$ cat config.mk
export PLATFORM = sky130hd
export DESIGN_NAME = gelu_stream_feeder
export DESIGN_NICKNAME = d
export VERILOG_FILES = /design/src/rtl/gelu_stream_feeder.sv
export SDC_FILE = /design/constraint.sdc
export NUM_CORES = 1
export LEC_CHECK = 0
export BUFFER_PORTS_ARGS = -buffer_cell sky130_fd_sc_hd__buf_2
export CORE_ASPECT_RATIO = 1.75
export CORE_MARGIN = 4
export CORE_UTILIZATION = 40
export CTS_CLUSTER_SIZE = 28
export DETAILED_ROUTE_END_ITERATION = 7
export PLACE_DENSITY = 0.72
export SETUP_SLACK_MARGIN = 0.05
export SLEW_MARGIN = 20
export SYNTH_ARGS = -nofsm -noshare
export SYNTH_HDL_FRONTEND = slang
export SYNTH_SLANG_ARGS = --single-unit
$ cat constraint.sdc
create_clock -name clk -period 4.82 [get_ports clk]
set_input_delay 0.723 -clock clk [delete_from_list [all_inputs] [get_ports clk]]
set_output_delay 0.723 -clock clk [all_outputs]
set_load 0.02 [all_outputs]
$ cat src/rtl/gelu_stream_feeder.sv
// Activation stream feeder: reads int8 words from BRAM and emits NUM_LANE-wide beats.
// Optional stall-cycle counter port is enabled by defining FEEDER_STALL_CNT_EN.
module gelu_stream_feeder #(
    parameter int NUM_LANE = 4,
    parameter int ADDR_W   = 10,
    parameter int LEN_W    = 16
) (
    input  logic                    clk,
    input  logic                    rst_n,
    input  logic                    start,
    input  logic [ADDR_W-1:0]       base_addr,
    input  logic [LEN_W-1:0]        len,
    output logic                    busy,
    output logic                    done,
    output logic                    rd_en,
    output logic [ADDR_W-1:0]       rd_addr,
    input  logic [NUM_LANE*8-1:0]   rd_data,
    output logic [NUM_LANE*8-1:0]   out_data,
    output logic                    out_valid,
    input  logic                    out_ready,
    output logic                    out_last,
    output logic [NUM_LANE-1:0]     out_keep
`ifdef FEEDER_STALL_CNT_EN
    ,output logic [15:0]            stall_cnt
`endif
);

    localparam int DATA_W = NUM_LANE * 8;

    typedef enum logic [1:0] {S_IDLE, S_RUN, S_DRAIN, S_DONE} state_t;

    state_t              r_state, w_state_nxt;
    logic [LEN_W-1:0]    r_len, r_reads_left;
    logic [ADDR_W-1:0]   r_addr;
    logic                r_inflight, r_inflight_last;
    logic [DATA_W-1:0]   r_mem [2];
    logic [1:0]          r_mem_last;
    logic                r_wr_ptr, r_rd_ptr;
    logic [1:0]          r_occ;

    logic                w_start_ok, w_rd_en, w_valid, w_pop, w_pop_fifo, w_push;
    logic [1:0]          w_credit;
    logic [LEN_W-1:0]    w_beats, w_rem;
    logic [DATA_W-1:0]   w_head_data;
    logic                w_head_last;
    logic [NUM_LANE-1:0] w_keep_last, w_keep;

    assign w_start_ok = start && (r_state == S_IDLE);
    assign w_beats    = len / LEN_W'(NUM_LANE) + LEN_W'(len % LEN_W'(NUM_LANE) != '0);
    assign w_rem      = r_len % LEN_W'(NUM_LANE);
    // Credit counts buffered beats plus the read whose data arrives this cycle.
    assign w_credit   = r_occ + {1'b0, r_inflight};

    // The beat arriving from BRAM falls through to the output when the buffer is empty.
    assign w_valid     = (r_occ != 2'd0) || r_inflight;
    assign w_head_data = (r_occ != 2'd0) ? r_mem[r_rd_ptr] : rd_data;
    assign w_head_last = (r_occ != 2'd0) ? r_mem_last[r_rd_ptr] : r_inflight_last;
    assign w_pop       = w_valid && out_ready;
    assign w_pop_fifo  = w_pop && (r_occ != 2'd0);
    assign w_push      = r_inflight && !(w_pop && (r_occ == 2'd0));

    always_comb begin
        w_state_nxt = r_state;
        w_rd_en     = 1'b0;
        case (r_state)
            S_IDLE:  if (start) w_state_nxt = (len != '0) ? S_RUN : S_DONE;
            S_RUN: begin
                w_rd_en = (w_credit < 2'd2);
                if (w_rd_en && (r_reads_left == LEN_W'(1))) w_state_nxt = S_DRAIN;
            end
            S_DRAIN: if (w_pop && w_head_last) w_state_nxt = S_DONE;
            S_DONE:  w_state_nxt = S_IDLE;
            default: w_state_nxt = S_IDLE;
        endcase
    end

    // NOTE: state registers use non-blocking assignments so every flop samples pre-edge values.
    always_ff @(posedge clk or negedge rst_n) begin
        if (!rst_n) begin
            r_state         <= S_IDLE;
            r_len           <= '0;
            r_reads_left    <= '0;
            r_addr          <= '0;
            r_inflight      <= 1'b0;
            r_inflight_last <= 1'b0;
        end else begin
            r_state         <= w_state_nxt;
            r_inflight      <= w_rd_en;
            r_inflight_last <= w_rd_en && (r_reads_left == LEN_W'(1));
            if (w_start_ok) begin
                r_len        <= len;
                r_addr       <= base_addr;
                r_reads_left <= w_beats;
            end else if (w_rd_en) begin
                r_addr       <= r_addr + ADDR_W'(1);
                r_reads_left <= r_reads_left - LEN_W'(1);
            end
        end
    end

    always_ff @(posedge clk or negedge rst_n) begin
        if (!rst_n) begin
            r_wr_ptr <= 1'b0;
            r_rd_ptr <= 1'b0;
            r_occ    <= 2'd0;
        end else begin
            if (w_push)     r_wr_ptr <= ~r_wr_ptr;
            if (w_pop_fifo) r_rd_ptr <= ~r_rd_ptr;
            r_occ <= r_occ + {1'b0, w_push} - {1'b0, w_pop_fifo};
        end
    end

    // NOTE: buffer storage is not reset; its contents only reach the outputs behind r_occ.
    always_ff @(posedge clk) begin
        if (w_push) begin
            r_mem[r_wr_ptr]      <= rd_data;
            r_mem_last[r_wr_ptr] <= r_inflight_last;
        end
    end

    // NOTE: combinational blocks assign defaults first so no path leaves a latch behind.
    always_comb begin
        w_keep_last = '0;
        for (int i = 0; i < NUM_LANE; i++)
            w_keep_last[i] = (w_rem == '0) || (LEN_W'(i) < w_rem);
    end

    assign w_keep = w_head_last ? w_keep_last : '1;

    always_comb begin
        out_data = '0;
        for (int i = 0; i < NUM_LANE; i++)
            if (w_valid && w_keep[i]) out_data[8*i +: 8] = w_head_data[8*i +: 8];
    end

    assign out_valid = w_valid;
    assign out_last  = w_valid && w_head_last;
    assign out_keep  = w_valid ? w_keep : '0;
    assign rd_en     = w_rd_en;
    assign rd_addr   = r_addr;
    assign busy      = (r_state == S_RUN) || (r_state == S_DRAIN);
    assign done      = (r_state == S_DONE);

`ifdef FEEDER_STALL_CNT_EN
    logic [15:0] r_stall_cnt;

    always_ff @(posedge clk or negedge rst_n) begin
        if (!rst_n)
            r_stall_cnt <= '0;
        else if (w_start_ok)
            r_stall_cnt <= '0;
        else if (w_valid && !out_ready && (r_stall_cnt != 16'hFFFF))
            r_stall_cnt <= r_stall_cnt + 16'd1;
    end

    assign stall_cnt = r_stall_cnt;
`endif

endmodule

==> flow_metrics.py <==
metrics = {
    "status": {
        "run_status": "finished clean",
    },
    "logic_synthesis": {
        "proportion_of_register_bits_with_asynchronous_set_or_reset_after_synthesis_pct": 35.3,
        "post_synth_main_area_contributors": "sky130_fd_sc_hd__edfxtp_1 (39%), sky130_fd_sc_hd__dfrtp_1 (18%), sky130_fd_sc_hd__mux2i_1 (7.8%)",
        "synth_top_area_share_pct": 38.8,
        "synth.net_count": 512,
        "syn-mean-instance-area_um2": 11.7,
        "synth-edff-count": 66,
        "yosys.area.top_type": "sky130_fd_sc_hd__edfxtp_1",
        "syn_area_um2": 5110,
        "synth_ff_type": "sky130_fd_sc_hd__edfxtp_1",
        "synth.ff_latch_count": 102,
        "synth-warning-count": 0,
        "syn_inst": 436,
        "synthDistinctLibCells": 47,
        "synth_seq_area_share_pct": 56.4,
    },
    "global_routing": {
        "grt_max_degree": 53,
        "gr-total-overflow": 0,
        "vias_in_the_first_global_route": 3616,
        "grt_pass1_wl_mm": 17.3,
        "track_usage_pct": 14.9,
        "grt_antenna_before_repair": 0,
    },
    "sta": {
        "worst_clock_skew_ps": 6.98,
        "timing.fmax_ghz": 0.315,
        "fin_crit_sh_pct": 65.9,
        "setup-tns-final_ps": 0,
        "slew-limit-headroom_pct": 31.1,
        "timing_max_transition_violations_final": 0,
        "grt_setup_unrepaired": "no",
        "setup-violations-final": 0,
        "report.final.hold_viol_count": 0,
        "timing.final.crit_period_ps": 3180,
        "slew_of_the_pin_with_the_lowest_slew_margin_ps": 1030,
    },
    "setup_path": {
        "cpLargestDelayFamily": "buffers and inverters",
        "critical_path_max_stage_delay_ps": 480,
        "cp_max_fo": 34,
        "arrival_time_at_the_worst_endpoint_ps": 2450,
        "worstPathCellList": "buf_4 -> mux2i_1 -> a21oi_1 -> nand2_1 -> nand2_1 -> a211oi_1 -> buf_2",
        "timing.setup.critical_path_class": "flip-flop to output port",
        "setup.reg_to_reg.worst_slack_ps": 2550,
        "crit_top_cell": "sky130_fd_sc_hd__nand2_1",
        "number_of_buffer_and_inverter_stages_on_the_critical_path": 2,
        "timing.critical_path.required_ps": 4100,
        "crit_path_top_delay_cell": "sky130_fd_sc_hd__buf_4",
        "kind_of_start_point_of_the_critical_path": "flip-flop",
        "timing.critical_path.to_type": "output port",
    },
    "clock_network": {
        "postCtsHoldBufs": 0,
        "cts.root.buffer_cell": "sky130_fd_sc_hd__clkbuf_16",
        "cts_setup_buffers": 0,
        "htree_num_levels": 3,
        "tritoncts_clock_tree": "done",
        "clkSlewWorstSetupHoldPaths_ps": 70,
        "cts-root-to-sink-buffers": 2,
        "ctsResizeCount": 0,
        "clk_latency_ps": 340,
        "cts_made_buffers": 9,
        "cts_sinks": 102,
    },
    "finish": {
        "layout.cells.most_common": "sky130_fd_sc_hd__buf_2",
        "post-route-cell-area_um2": 6120,
        "layout-drive-gt1-share_pct": 27.6,
        "n_antenna_cell": 0,
        "layout_common_cells": "sky130_fd_sc_hd__buf_2 (112), sky130_fd_sc_hd__edfxtp_1 (66), sky130_fd_sc_hd__mux2i_1 (40)",
        "final_nets": 619,
        "area.growth.synth_to_final_pct": 19.8,
    },
    "floorplanning": {
        "initial_utilization_pct": 40.9,
        "die_area_um2": 14700,
        "rows": 54,
        "io-pin-count": 113,
        "die_y_um": 157,
        "area_of_the_core_region_um2": 12500,
        "die_x_um": 93.4,
    },
    "power": {
        "power_leakage_uw": 0.00227,
        "power.ir.vdd_worst_v": 0.000148,
        "intPower_uw": 1320,
        "combinationalPowerShare_pct": 3.7,
        "power.switching_uw": 358,
        "power.density_cell_area_nw_per_um2": 274,
        "sw_share_pct": 21.4,
        "share_of_total_power_in_the_clock_network_pct": 40.7,
        "p_seq_share_pct": 55.6,
    },
    "drt": {
        "detail_route.vias_per_cell": 5.10,
        "drtAntennaViolNets": 0,
        "drc_errors": 0,
        "detail_route.iter0.violations": 118,
        "dr.pass1.iters": 4,
        "avgRoutedWirePerCell_um": 15.0,
        "route.final.wire_length_mm": 10.7,
        "detailroute.via_count": 3648,
    },
    "job": {
        "max-cap-violations": 0,
    },
    "placement": {
        "gpl.final_weighted_congestion": 0.790,
        "port_buffers": 112,
        "detailedPlacementHpwl_mm": 8.07,
        "placed_cell_area_um2": 5840,
    },
    "min_path": {
        "worstHoldPathType": "primary input to async pin",
    },
}
[through the flow]
step	hold WS (ps)	utilization, %	setup slack, ps	cells	power (µW)
floorplan	427	-	2100	436	967
global placement	467	46.7	2090	700	1010
detailed placement	486	46.7	2020	700	1010
CTS	494	48.9	1640	715	1700
global route	522	48.9	1510	715	1750
finish	472	48.9	1640	715	1680
[registers in the layout, summed over array words and instances, names as in the netlist, 2 cells and up]
name and cells:
r_mem 64, r_reads_left 16, rd_addr 10, r_len 2, r_mem_last 2, r_occ 2, r_state 2
[synthesized netlist by cell type, drive strengths merged, types with 2 or more instances]
cell type   n
a31o        2
mux2i      40
o21ai      28
inv        14
and3       10
buf         7
o41ai       2
or4         3
edfxtp     66
ha         14
a21oi       7
nand2      29
or2         2
dfrtp      36
nand3      14
a21bo       2
nor4        7
clkbuf     14
and2        5
a211oi     24
nand4b      2
xor2       15
nand4      11
xnor2      22
nand3b      2
nor3        9
nor2       38
[cells by family (layout without fill, tap and decap cells)]
family                   Yosys count  after routing  synth area share (%)
buffers and inverters             35            146                  2.82
XOR/XNOR                          37             37                  6.34
AO/OA/AOI/OAI                     70             70                  9.04
AND/OR/NAND/NOR                  138            138                  14.1
flip-flops                       102            102                  56.4
adder cells (fa/ha/maj)           14             14                  3.43
multiplexers                      40             40                  7.84
[path summary, 6_finish.rpt]
kind / cells after the start / startpoint / to
worst max-delay path: 7 / r_rd_ptr / out_data[11]
worst min-delay path: 1 / rst_n / rd_addr[2]
worst max register to register: 6 / r_occ[1] / r_occ[0]
worst min register to register: 0 / r_inflight_last / r_mem_last[0]
max in group asynchronous: 1 / rst_n / r_rd_ptr
min in group clk: 0 / r_inflight_last / r_mem_last[0]
[routing by layer]
layer,global-route usage (%),vias to the layer above,part of all wire (%)
li1,-,1810,-
met1,17.0,1737,40
met2,27.6,94,54
met3,3.01,7,4.9
met4,4.19,0,1.1
met5,0,-,0
[final cells by class]
type / count / area, µm²
fillers: 1122 / 6380
flip-flops and latches: 102 / 2880
multi-input cells: 299 / 2090
repair buffers: 117 / 598
clock buffers: 9 / 225
well taps: 168 / 210
clock inverters: 6 / 56.3
inverters: 14 / 55.1
[power by group through the flow]
stage	Sequential [µW]	Combinational, µW	Clock, µW
final	932	62.0	681
after global routing	931	70.1	744
after global placement	951	60.7	0
after floorplan	951	15.6	0
after detailed placement	951	62.5	0
after CTS	932	62.8	703
[worst register-to-register path, delay by kind of cell, from the launching register on]
family / cells / cell delay, ps
adder cells (fa/ha/maj): 2 / 480
flip-flops: 1 / 430
AND/OR/NAND/NOR: 3 / 1190
buffers and inverters: 1 / 60
(Power assumes the default switching activity.)
